`src/rtl/dmem_param.sv`:
```
// Parametrised single-port data memory: clear sweep after reset, registered read with valid strobe,
// ready flag and out-of-range error strobe. Optional write-first bypass via DMEM_BYPASS_EN.
module dmem_param #(
    parameter int                DATA_W   = 8,
    parameter int                ADDR_W   = 8,
    parameter int                DEPTH    = 256,
    parameter logic [DATA_W-1:0] INIT_VAL = {DATA_W{1'b0}}
) (
    input  logic              clk,
    input  logic              Reset,
    input  logic [ADDR_W-1:0] address,
    input  logic [DATA_W-1:0] WriteD,
    input  logic              MemRead,
    input  logic              MemWrite,
    output logic [DATA_W-1:0] ReadD,
    output logic              ReadValid,
    output logic              Ready,
    output logic              Err
);

    localparam logic [ADDR_W:0]   DEPTH_X  = (ADDR_W + 1)'(DEPTH);
    localparam logic [ADDR_W-1:0] LAST_PTR = ADDR_W'(DEPTH - 1);

    typedef enum logic [0:0] {
        ST_INIT = 1'b0,
        ST_RUN  = 1'b1
    } state_t;

    state_t            state_r;
    state_t            state_next_s;
    logic [ADDR_W-1:0] ptr_r;
    logic [DATA_W-1:0] mem_r [0:DEPTH-1];

    logic              in_range_s;
    logic              run_s;
    logic              rd_req_s;
    logic              any_req_s;
    logic              mem_we_s;
    logic [ADDR_W-1:0] mem_waddr_s;
    logic [DATA_W-1:0] mem_wdata_s;
    logic [DATA_W-1:0] rd_data_s;

    // Next-state: the sweep ends on the edge that clears the last word.
    always_comb begin
        state_next_s = state_r;
        case (state_r)
            ST_INIT: begin
                if (ptr_r == LAST_PTR) begin
                    state_next_s = ST_RUN;
                end else begin
                    state_next_s = ST_INIT;
                end
            end
            ST_RUN:  state_next_s = ST_RUN;
            default: state_next_s = ST_INIT;
        endcase
    end

    // State and sweep pointer registers.
    always_ff @(posedge clk) begin
        if (Reset) begin
            state_r <= ST_INIT;
            ptr_r   <= {ADDR_W{1'b0}};
        end else begin
            state_r <= state_next_s;
            if (state_r == ST_INIT) begin
                ptr_r <= ptr_r + {{(ADDR_W-1){1'b0}}, 1'b1};
            end
        end
    end

    // Request decode and the single write port shared by the sweep and the core.
    always_comb begin
        in_range_s  = ({1'b0, address} < DEPTH_X);
        run_s       = (state_r == ST_RUN);
        rd_req_s    = run_s && MemRead;
        any_req_s   = run_s && (MemRead || MemWrite);
        mem_we_s    = 1'b0;
        mem_waddr_s = ptr_r;
        mem_wdata_s = INIT_VAL;
        if (Reset) begin
            mem_we_s = 1'b0;
        end else if (state_r == ST_INIT) begin
            mem_we_s = 1'b1;
        end else if (MemWrite && in_range_s) begin
            mem_we_s    = 1'b1;
            mem_waddr_s = address;
            mem_wdata_s = WriteD;
        end else begin
            mem_we_s = 1'b0;
        end
    end

    // Read data selection; out-of-range reads return zero.
    always_comb begin
        rd_data_s = {DATA_W{1'b0}};
        if (in_range_s) begin
`ifdef DMEM_BYPASS_EN
            if (MemWrite) begin
                rd_data_s = WriteD;
            end else begin
                rd_data_s = mem_r[address];
            end
`else
            rd_data_s = mem_r[address];
`endif
        end else begin
            rd_data_s = {DATA_W{1'b0}};
        end
    end

    // Storage array; contents survive reset and are cleared by the sweep instead.
    always_ff @(posedge clk) begin
        if (mem_we_s) begin
            mem_r[mem_waddr_s] <= mem_wdata_s;
        end
    end

    // Registered outputs, all aligned to the cycle after the request.
    always_ff @(posedge clk) begin
        if (Reset) begin
            ReadD     <= {DATA_W{1'b0}};
            ReadValid <= 1'b0;
            Ready     <= 1'b0;
            Err       <= 1'b0;
        end else begin
            ReadValid <= rd_req_s;
            Err       <= any_req_s && !in_range_s;
            Ready     <= (state_next_s == ST_RUN);
            if (rd_req_s) begin
                ReadD <= rd_data_s;
            end
        end
    end

endmodule

```
`config.mk`:
```
export PLATFORM = sky130hd
export DESIGN_NAME = dmem_param
export DESIGN_NICKNAME = d
export VERILOG_FILES = /design/src/rtl/dmem_param.sv
export SDC_FILE = /design/constraint.sdc
export NUM_CORES = 2
export LEC_CHECK = 0
export BUFFER_PORTS_ARGS = -buffer_cell sky130_fd_sc_hd__buf_2
export CORE_MARGIN = 10
export CORE_UTILIZATION = 50
export DETAILED_ROUTE_END_ITERATION = 7
export GPL_TIMING_DRIVEN = 0
export PLACE_DENSITY = 0.65
export SETUP_SLACK_MARGIN = 0.1
export SYNTH_ARGS = -nofsm -noshare
export SYNTH_HDL_FRONTEND = slang
export SYNTH_SLANG_ARGS = --single-unit
```
`constraint.sdc`:
```
create_clock -name clk -period 14.5 [get_ports clk]
set_input_delay 0.725 -clock clk [delete_from_list [all_inputs] [get_ports clk]]
set_output_delay 0.725 -clock clk [all_outputs]
set_load 0.05 [all_outputs]
```
==> impl_metrics.yaml <==
run_status:
  status: "complete, but fails checks"
  violations: "max-capacitance violations, max-slew violations"
synth:
  synth-xor-area-share_pct: 0.07494
  synth_compound_area_share_pct: 4.274
  yosys.area.top_type_share_pct: 75.17
  syn-num-nets: 4101
  yosysUniqueCellTypes: 82
  synth.mux.area_fraction_pct: 14.27
  synth_seq_cells: 2066
  synth_top_family_by_area: "multiplexers"
  yosysTopAreaCell: "edfxtp_1"
  synth-edff-count: 2048
  ys_top_cells_by_count: "edfxtp_1, mux2i_1, nor2_1"
  synth_fa_ha_area_share_pct: 0.01529
  yosysSeqAreaShare_pct: 75.61
  ys_warn_count: 0
  syn_avg_cell_area_sq_um: 20.05
  yosys.area_share.simple_pct: 2.871
  synth_cells: 4080
  syn_area_sq_mm: 0.08181
  ys_async_sr_fraction_pct: 0
  synth.area.top_cells: "edfxtp_1, mux4_2, mux2i_1, mux4_1, nor2_1"
  yosysMostFrequentCell: "edfxtp_1"
  synth_ff_type: "edfxtp_1"
critical_path:
  reg2reg_depth: 7
  critPathSlowestCell: "clkbuf_1"
  path_cells: "buf_2, buf_2, clkbuf_8, clkbuf_1, nand3_1, o21ai_1, nand3_1, clkbuf_1, buf_8, nor2_1"
  crit_type: "in2reg"
  worstPathRequired_ns: 14.97
  crit_family: "buffers and inverters"
  cp-end-kind: "flop"
  critPathArrivalTime_ns: 6.04
  critPathMaxFanout: 10
  crit_cells: 10
  startpoint_type: "primary input"
  critPathMaxStageDelay_ns: 1.11
  crit_buf_inv: 6
layout:
  synthToLayoutAreaGrowth_pct: 12.53
  utilization_pct: 56.56
  final_nets: 4361
  drive_gt1_share_pct: 18.60
route:
  firstDrtPassIters: 8
  vias: 46210
  wl_um: 294200
  vias_per_cell: 6.903
  avgRoutedWirePerCell_um: 43.95
  drt_iter0_markers: 9110
  ant_nets: 0
  drc: 0
timing:
  fin_tns_setup_ns: 0
  rsz0062_at_grt: "no"
  setup_viol: 0
  final.setup_skew_ns: 0.04961
  maxSlewHeadroom_pct: -4.351
  tightest_slew_ns: 1.526
  max_freq_mhz: 179.4
  timing.final.crit_share_pct: 38.45
  drv_slew: 35
  hold_viol: 0
  min_period_ns: 5.575
clock_tree:
  cts_root_buffer: "clkbuf_16"
  post_cts_buffers: 0
  clk_path_buf_depth: 3
  clk-insertion-delay-late_ns: 0.87
  clock-sinks: 2066
  htreeDepth: 4
  cts_tree: "built"
  numCtsBuffers: 203
  cts_hold_buf: 0
  path_clk_slew_ns: 0.06
  post_cts_resized: 0
place:
  routabilityCongestion: 1.012
  hpwl_um: 198300
  port_buffers: 24
grt:
  grt_pass1_vias: 43000
  grt.overflow.total: 0
  antenna_found_initial: 26
  grt.met1_usage_pct: 41.95
  grt_util_met2_pct: 46.09
  grtUsageTotal_pct: 32.14
  grt_max_degree: 89
  busiest_layer: "met2"
  grt_pass1_wl_um: 386800
  use_met3_pct: 11.58
floorplan:
  io_pins: 31
  fp.dieW_um: 424.5
  dieArea_sq_mm: 0.1802
  initial_core_util_pct: 50.26
  die_h_um: 424.5
  core.rowCount: 148
  coreArea_sq_mm: 0.1628
power_and_ir_drop:
  total_leakage_power_nw: 33.59
  powerDensity_mw_per_mm2: 134.1
  ir_drop_mv: 0.1275
min_path:
  hold_depth: 3
  hold_class: "in2reg"
flow_run:
  maxCapViolCount: 7
## power by group
part | leakage, nW | internal [mW] | total [mW] | switching [mW]
clock network | 3.20 | 2.95 | 5.28 | 2.33
logic | 7.70 | 0.167 | 0.601 | 0.434
registers | 22.7 | 6.47 | 6.47 | 0.00194
## state kept, by name, summed over array words and instances (netlist names)
register,flops
ReadD,8
ReadValid,1
Ready,1
mem_r,2048
ptr_r,8
## layout make-up
| class | count | area (sq um) |
|---|---|---|
| clock inverters | 139 | 1370 |
| clock buffers | 237 | 5229 |
| well taps | 2175 | 2721 |
| repair buffers | 55 | 863.3 |
| multi-input cells | 1762 | 17630 |
| fillers | 12080 | 70710 |
| diodes | 8 | 20.02 |
| plain buffers | 248 | 2349 |
| inverters | 4 | 15.01 |
| flip-flops and latches | 2066 | 61860 |
## final timing paths
check / from / end / slack (ns)
max: address[2] / mem_r[77][3] / 8.92
min: Reset / ptr_r[2] / 0.25
max reg2reg: Ready / mem_r[229][1] / 9.48
min reg2reg: ReadD[0] / ReadD[0] / 0.48
## worst register-to-register path, stage by stage (launching register included)
cell,delay [ns]
dfxtp_1,0.35
buf_6,0.15
nand3b_1,0.19
clkbuf_1,0.30
o31ai_1,1.05
nand3_1,0.70
clkbuf_1,0.77
nor2_1,1.15
## metrics by stage
stage | instance area, sq um | total power [mW] | hold slack [ns] | instances | worst slack, ns
3_3_place_gp | 84650 | 7.163 | 0.4696 | 6279 | 4.308
4_1_cts | 92040 | 12.30 | 0.2133 | 6686 | 9.320
2_1_floorplan | 81810 | 6.876 | 0.5359 | 4080 | 8.845
5_1_grt | 92040 | 12.56 | 0.2539 | 6687 | 9.151
6_report | 92060 | 12.35 | 0.2514 | 6694 | 8.925
3_5_place_dp | 85440 | 7.166 | 0.4675 | 6310 | 8.432
## cells in the final DEF, fill, tap and decap left out, drive strengths merged, types with 48 or more instances in the layout
master  synthesis  routed
a211oi         48      48
a21oi          63      63
buf           171     226
clkbuf         76     313
clkinv          1     107
edfxtp       2048    2048
mux2i         384     384
mux4          335     335
nand2         116     116
nor2          295     295
o21ai          56      56
o221ai         55      55
o22ai         127     127
## cell families (layout without fill, tap and decap cells)
family          after synthesis  after routing
buf+inv                     252            683
xor+xnor                      7              7
compound gates              493            493
other cells                   1              9
fa+ha+maj                     1              1
mux                         723            723
flops                      2066           2066
simple gates                537            537
## routing by layer
layer	vias up	share of wire (%)
met5	-	0.050
met4	16	7.5
met3	801	14
met2	3817	43
met1	24100	36
li1	17480	-
Power figures use the tool's default switching activity.
